$ cat src/rtl/pipeline_stall_controller.sv
// Stall/flush arbiter for the 5-stage pipeline.
// Sequences multi-cycle EX ops and tracks stall statistics.
module pipeline_stall_controller #(
  parameter int EX_CYCLES      = 4,
  parameter int WATCHDOG_LIMIT = 1024,
  parameter int PERF_WIDTH     = 32
) (
  input  logic                  clock,
  input  logic                  reset,
  input  logic                  id_stall_request,
  input  logic                  ex_stall_request,
  input  logic                  ex_multi_start,
  input  logic                  flush_request,
  input  logic [31:0]           flush_target,
  output logic [5:0]            stall,
  output logic                  flush,
  output logic [31:0]           new_program_counter,
  output logic                  ex_multi_busy,
  output logic [PERF_WIDTH-1:0] stall_cycles,
  output logic                  stall_timeout
);

  localparam int RW = $clog2(WATCHDOG_LIMIT + 1);
  localparam logic [7:0] CNT_INIT = 8'(EX_CYCLES - 2);
  localparam logic [RW-1:0] WD_LIM = RW'(WATCHDOG_LIMIT);

  localparam logic [5:0] ST_NONE = 6'b000000;
  localparam logic [5:0] ST_ID   = 6'b000111;
  localparam logic [5:0] ST_EX   = 6'b001111;

  typedef enum logic {IDLE, MULTI} state_e;

  state_e                state_q, state_d;
  logic [7:0]            cnt_q, cnt_d;
  logic [PERF_WIDTH-1:0] perf_q, perf_d;
  logic [RW-1:0]         run_q, run_d;
  logic                  to_q, to_d;
  logic                  stalled;

  // State and counter registers.
  always_ff @(posedge clock or negedge reset) begin
    if (!reset) begin
      state_q <= IDLE;
      cnt_q   <= '0;
    end else begin
      state_q <= state_d;
      cnt_q   <= cnt_d;
    end
  end

  // Next state: flush aborts, MULTI counts down, start enters MULTI.
  always_comb begin
    state_d = state_q;
    cnt_d   = cnt_q;
    if (flush_request) begin
      state_d = IDLE;
      cnt_d   = '0;
    end else if (state_q == MULTI) begin
      if (cnt_q == 8'd0) begin
        state_d = IDLE;
      end else begin
        cnt_d = cnt_q - 8'd1;
      end
    end else if (ex_multi_start) begin
      state_d = MULTI;
      cnt_d   = CNT_INIT;
    end
  end

  // Outputs: priority arbitration, forced idle while reset is held.
  always_comb begin
    stall               = ST_NONE;
    flush               = 1'b0;
    new_program_counter = 32'h0;
    ex_multi_busy       = 1'b0;
    if (reset) begin
      ex_multi_busy = (state_q == MULTI) ||
                      (!flush_request && ex_multi_start);
      if (flush_request) begin
        flush               = 1'b1;
        new_program_counter = flush_target;
      end else if (state_q == MULTI || ex_stall_request ||
                   ex_multi_start) begin
        stall = ST_EX;
      end else if (id_stall_request) begin
        stall = ST_ID;
      end
    end
  end

  assign stalled = (stall != ST_NONE);

  // Performance counter and watchdog next values.
  always_comb begin
    perf_d = perf_q + PERF_WIDTH'(stalled);
    run_d  = '0;
    to_d   = to_q;
    if (stalled) begin
      run_d = (run_q >= WD_LIM) ? WD_LIM : run_q + RW'(1);
    end
    if (run_d == WD_LIM) begin
      to_d = 1'b1;
    end
  end

  // Performance and watchdog registers.
  always_ff @(posedge clock or negedge reset) begin
    if (!reset) begin
      perf_q <= '0;
      run_q  <= '0;
      to_q   <= 1'b0;
    end else begin
      perf_q <= perf_d;
      run_q  <= run_d;
      to_q   <= to_d;
    end
  end

  assign stall_cycles  = perf_q;
  assign stall_timeout = to_q;

endmodule

$ cat config.mk
export PLATFORM = sky130hd
export DESIGN_NAME = pipeline_stall_controller
export DESIGN_NICKNAME = d
export VERILOG_FILES = /design/src/rtl/pipeline_stall_controller.sv
export SDC_FILE = /design/constraint.sdc
export NUM_CORES = 1
export LEC_CHECK = 0
export ABC_CLOCK_PERIOD_IN_PS = 2100
export CORE_ASPECT_RATIO = 0.9
export CORE_UTILIZATION = 44
export DETAILED_ROUTE_END_ITERATION = 16
export PLACE_DENSITY = 0.86
export SYNTH_ARGS = -nofsm -noshare
export SYNTH_HDL_FRONTEND = slang
export SYNTH_SLANG_ARGS = --single-unit
export TNS_END_PERCENT = 1
$ cat constraint.sdc
create_clock -name clock -period 2.1 [get_ports clock]
set_input_delay 0.42 -clock clock [delete_from_list [all_inputs] [get_ports clock]]
set_output_delay 0.42 -clock clock [all_outputs]
set_load 0.03 [all_outputs]
==> impl_metrics.ini <==
[status]
outcome = finished, final reports clean

[critical_path]
critPathKind = in2out
critPathArrivalTime_ns = 1.62
ff2ff_setup_slack_ns = 0.18
r2r_end = stall_cycles[28]
r2r_cells = 8
timing.critical_path.from_type = primary input
critPathCaptureType = output pin
critPathRequiredTime_ns = 1.68
critical_path.reg2reg.startpoint = state_q
critical_path.max_fanout = 38

[pwr]
power_switching_mw = 0.937
power.share.sequential = 0.463
clockPowerShare = 0.227
cellLeakagePower_nw = 1.97
power_switching_share = 0.352
power_density_mw_per_mm2 = 642
finalPower_mw = 2.67
intPower_mw = 1.73
combinationalPowerShare = 0.310
power.ir.vdd_worst_uv = 401

[timing]
drv_slew = 0
hold-worst-slack_ns = 0.116
fin_ws_ns = 0.0551
finalSetupViolations = 0
finalWorstPathRequiredPeriod_ns = 2.04
final_hold_viol_count = 0
slew-limit-headroom = 0.608
grt_setup_unrepaired = yes
tightestPinTransition_ns = 0.589
timing.fmax_mhz = 489
clock-skew-final_ns = 0.00825
min_period_over_period = 0.974

[synth]
yosys.area.top_type_share = 0.463
ys_ff_latch = 53
synth.avg_cell_area_um2 = 9.78
netlist.top_cell.by_area = dfrtp_1
synthesis.area_mm2 = 0.00287
number_of_different_library_cells_in_the_post_synthesis_netlist = 42
synth_sequential_area_ratio = 0.463
yosys-top-cells-area = dfrtp_1 46%, xnor2_1 8.9%, and3_1 8.5%
syn-instance-count = 293
yosysWarnings = 0

[floorplanning]
die_w_um = 87.1
effective_utilization_at_floorplan = 0.461
number_of_cell_rows = 27
number_of_top_level_pins = 111
coreArea_mm2 = 0.00622
die_h_um = 78.6
total_die_area_mm2 = 0.00684

[clock_network]
tritoncts_clock_tree = done
path_clk_slew_ns = 0.10
insertion_delay_ns = 0.31
root_buffer = clkbuf_8
clockBufferDepth = 2
cts_inserted_buffers = 5
cts_htree_levels = 2
cts.sinks = 53

[cells_and_area]
antenna_cells_inserted = 0
drive_gt1_frac = 0.193
fin_nets = 453
layout.filler_cells = 506
fin_cells = 497
layout-area-overhead-vs-synth_pct = 45.0

[global_routing]
globalRouteOverflowTotal = 0
global_route.usage.total = 0.215
grt_pass1_wl_mm = 11.6
grt_max_degree = 49
antenna_found_initial = 0
grt_pass1_vias = 2617

[place]
hpwlAfterDp_mm = 5.29
globalplace.congestion = 0.810
portBuffers = 108
placement.setup.worst_slack_ns = -0.315
numPlacedInstances = 487

[routing]
drc = 0
wl_mm = 7.01
avgViaCountPerCell = 5.17
antenna_violating_nets_post_route = 0
wl_per_cell_um = 14.1
drt-pass1-iter-count = 4
vias = 2571
drt_iter0_drc = 62

[worst_hold_path]
hold_path.class = in2async

[run]
number_of_maximum_capacitance_constraint_violations = 0
-- flip-flops by register name, summed over array words and instances (netlist names) --
register,flops
cnt_q,8
run_q,11
stall_cycles,32
stall_timeout,1
state_q,1
-- synth_stat cells (all sizes together) --
master,number
nor4,3
o2111ai,1
mux2,1
o31ai,2
nand4,10
nand3,21
xnor2,29
a21oi,3
dfrtp,53
a32o,1
buf,8
o21ai,13
a211o,1
nor2b,2
nor4b,2
nand3b,1
o21a,1
xor2,10
or3,1
conb,1
ha,6
a31oi,2
clkbuf,8
nor3,8
and4,3
a221oi,1
and2,2
and3,39
a21boi,1
and4b,1
nand2,15
nor2,28
nor3b,1
or2,1
nand2b,4
inv,9
-- metal layers --
layer	track usage	vias to the layer above	wire, um
li1	-	1244	-
met1	0.250	1202	2960
met2	0.390	114	3470
met3	0.0494	11	468
met4	0.0617	0	109
met5	0	-	0
-- kinds of logic after synthesis --
logic type      after synthesis  share of synthesized area
other cells                   1                    0.00131
fa+ha+maj                     6                     0.0262
xor+xnor                     39                      0.119
buf+inv                      25                     0.0406
simple gates                142                      0.291
compound gates               26                     0.0554
flops                        53                      0.463
mux                           1                    0.00393
-- worst max-delay path: stages --
cell	delay, ns
clkdlybuf4s50_1	0.42
buf_4	0.23
nand2b_1	0.17
a21boi_0	0.18
buf_4	0.19
-- power groups by stage --
stage	Sequential, mW	Combinational (mW)	Clock [mW]
floorplan	1.31	0.375	0
global placement	1.24	0.778	0
detailed placement	1.24	0.805	0
CTS	1.22	0.808	0.619
global route	1.25	0.907	0.645
finish	1.23	0.827	0.605
-- cell type report --
class / count / area (um2) / share of cell area
tap: 87 / 109 / 0.0262
clock inverter: 3 / 26.3 / 0.00632
clock buffer: 5 / 68.8 / 0.0166
multi-input combinational: 216 / 1480 / 0.357
inverter: 9 / 33.8 / 0.00813
timing repair buffer: 124 / 1110 / 0.267
sequential: 53 / 1330 / 0.319
-- cell usage in the layout, fill, tap and decap left out, drive strengths merged, types with 4 or more instances in the layout --
cell type / Yosys / layout
clkdlybuf4s50: 0 / 66
and3: 39 / 39
dfrtp: 53 / 53
xor2: 10 / 10
inv: 9 / 10
nand2: 15 / 15
ha: 6 / 6
nand4: 10 / 10
nor3: 8 / 8
buf: 8 / 55
nand2b: 4 / 4
xnor2: 29 / 29
o21ai: 13 / 13
clkbuf: 8 / 5
nor2: 28 / 28
nand3: 21 / 21
-- metrics by stage --
stage / cell area (um2) / TNS (ns) / utilization
2_1_floorplan: 2870 / 0 / -
3_3_place_gp: 3980 / -3.24 / 0.641
3_5_place_dp: 3980 / -4.87 / 0.641
4_1_cts: 4080 / 0 / 0.657
5_1_grt: 4160 / -0.111 / 0.668
6_report: 4160 / 0 / 0.668
-- repair_timing --
item                                   CTS  global route
hold buffers                             0             0
endpoints found under the hold margin    0             0
pin swaps                                0             2
buffers inserted                         0             2
setup endpoints to repair                3            18
gates resized for setup                  1            12
-- how the worst max path moves through the flow --
stage                   from                to  slack (ns)  cells past startpoint
2_1_floorplan  flush_request  stall_cycles[30]        0.18                      8
3_3_place_gp   flush_request  stall_cycles[26]       -0.24                      9
3_5_place_dp   flush_request  stall_cycles[28]       -0.32                      9
4_1_cts        flush_request  stall_cycles[28]        0.01                      9
5_1_grt        flush_request  stall_cycles[28]       -0.05                      9
6_report       flush_request     ex_multi_busy        0.06                      5
Power figures use the tool's default switching activity.
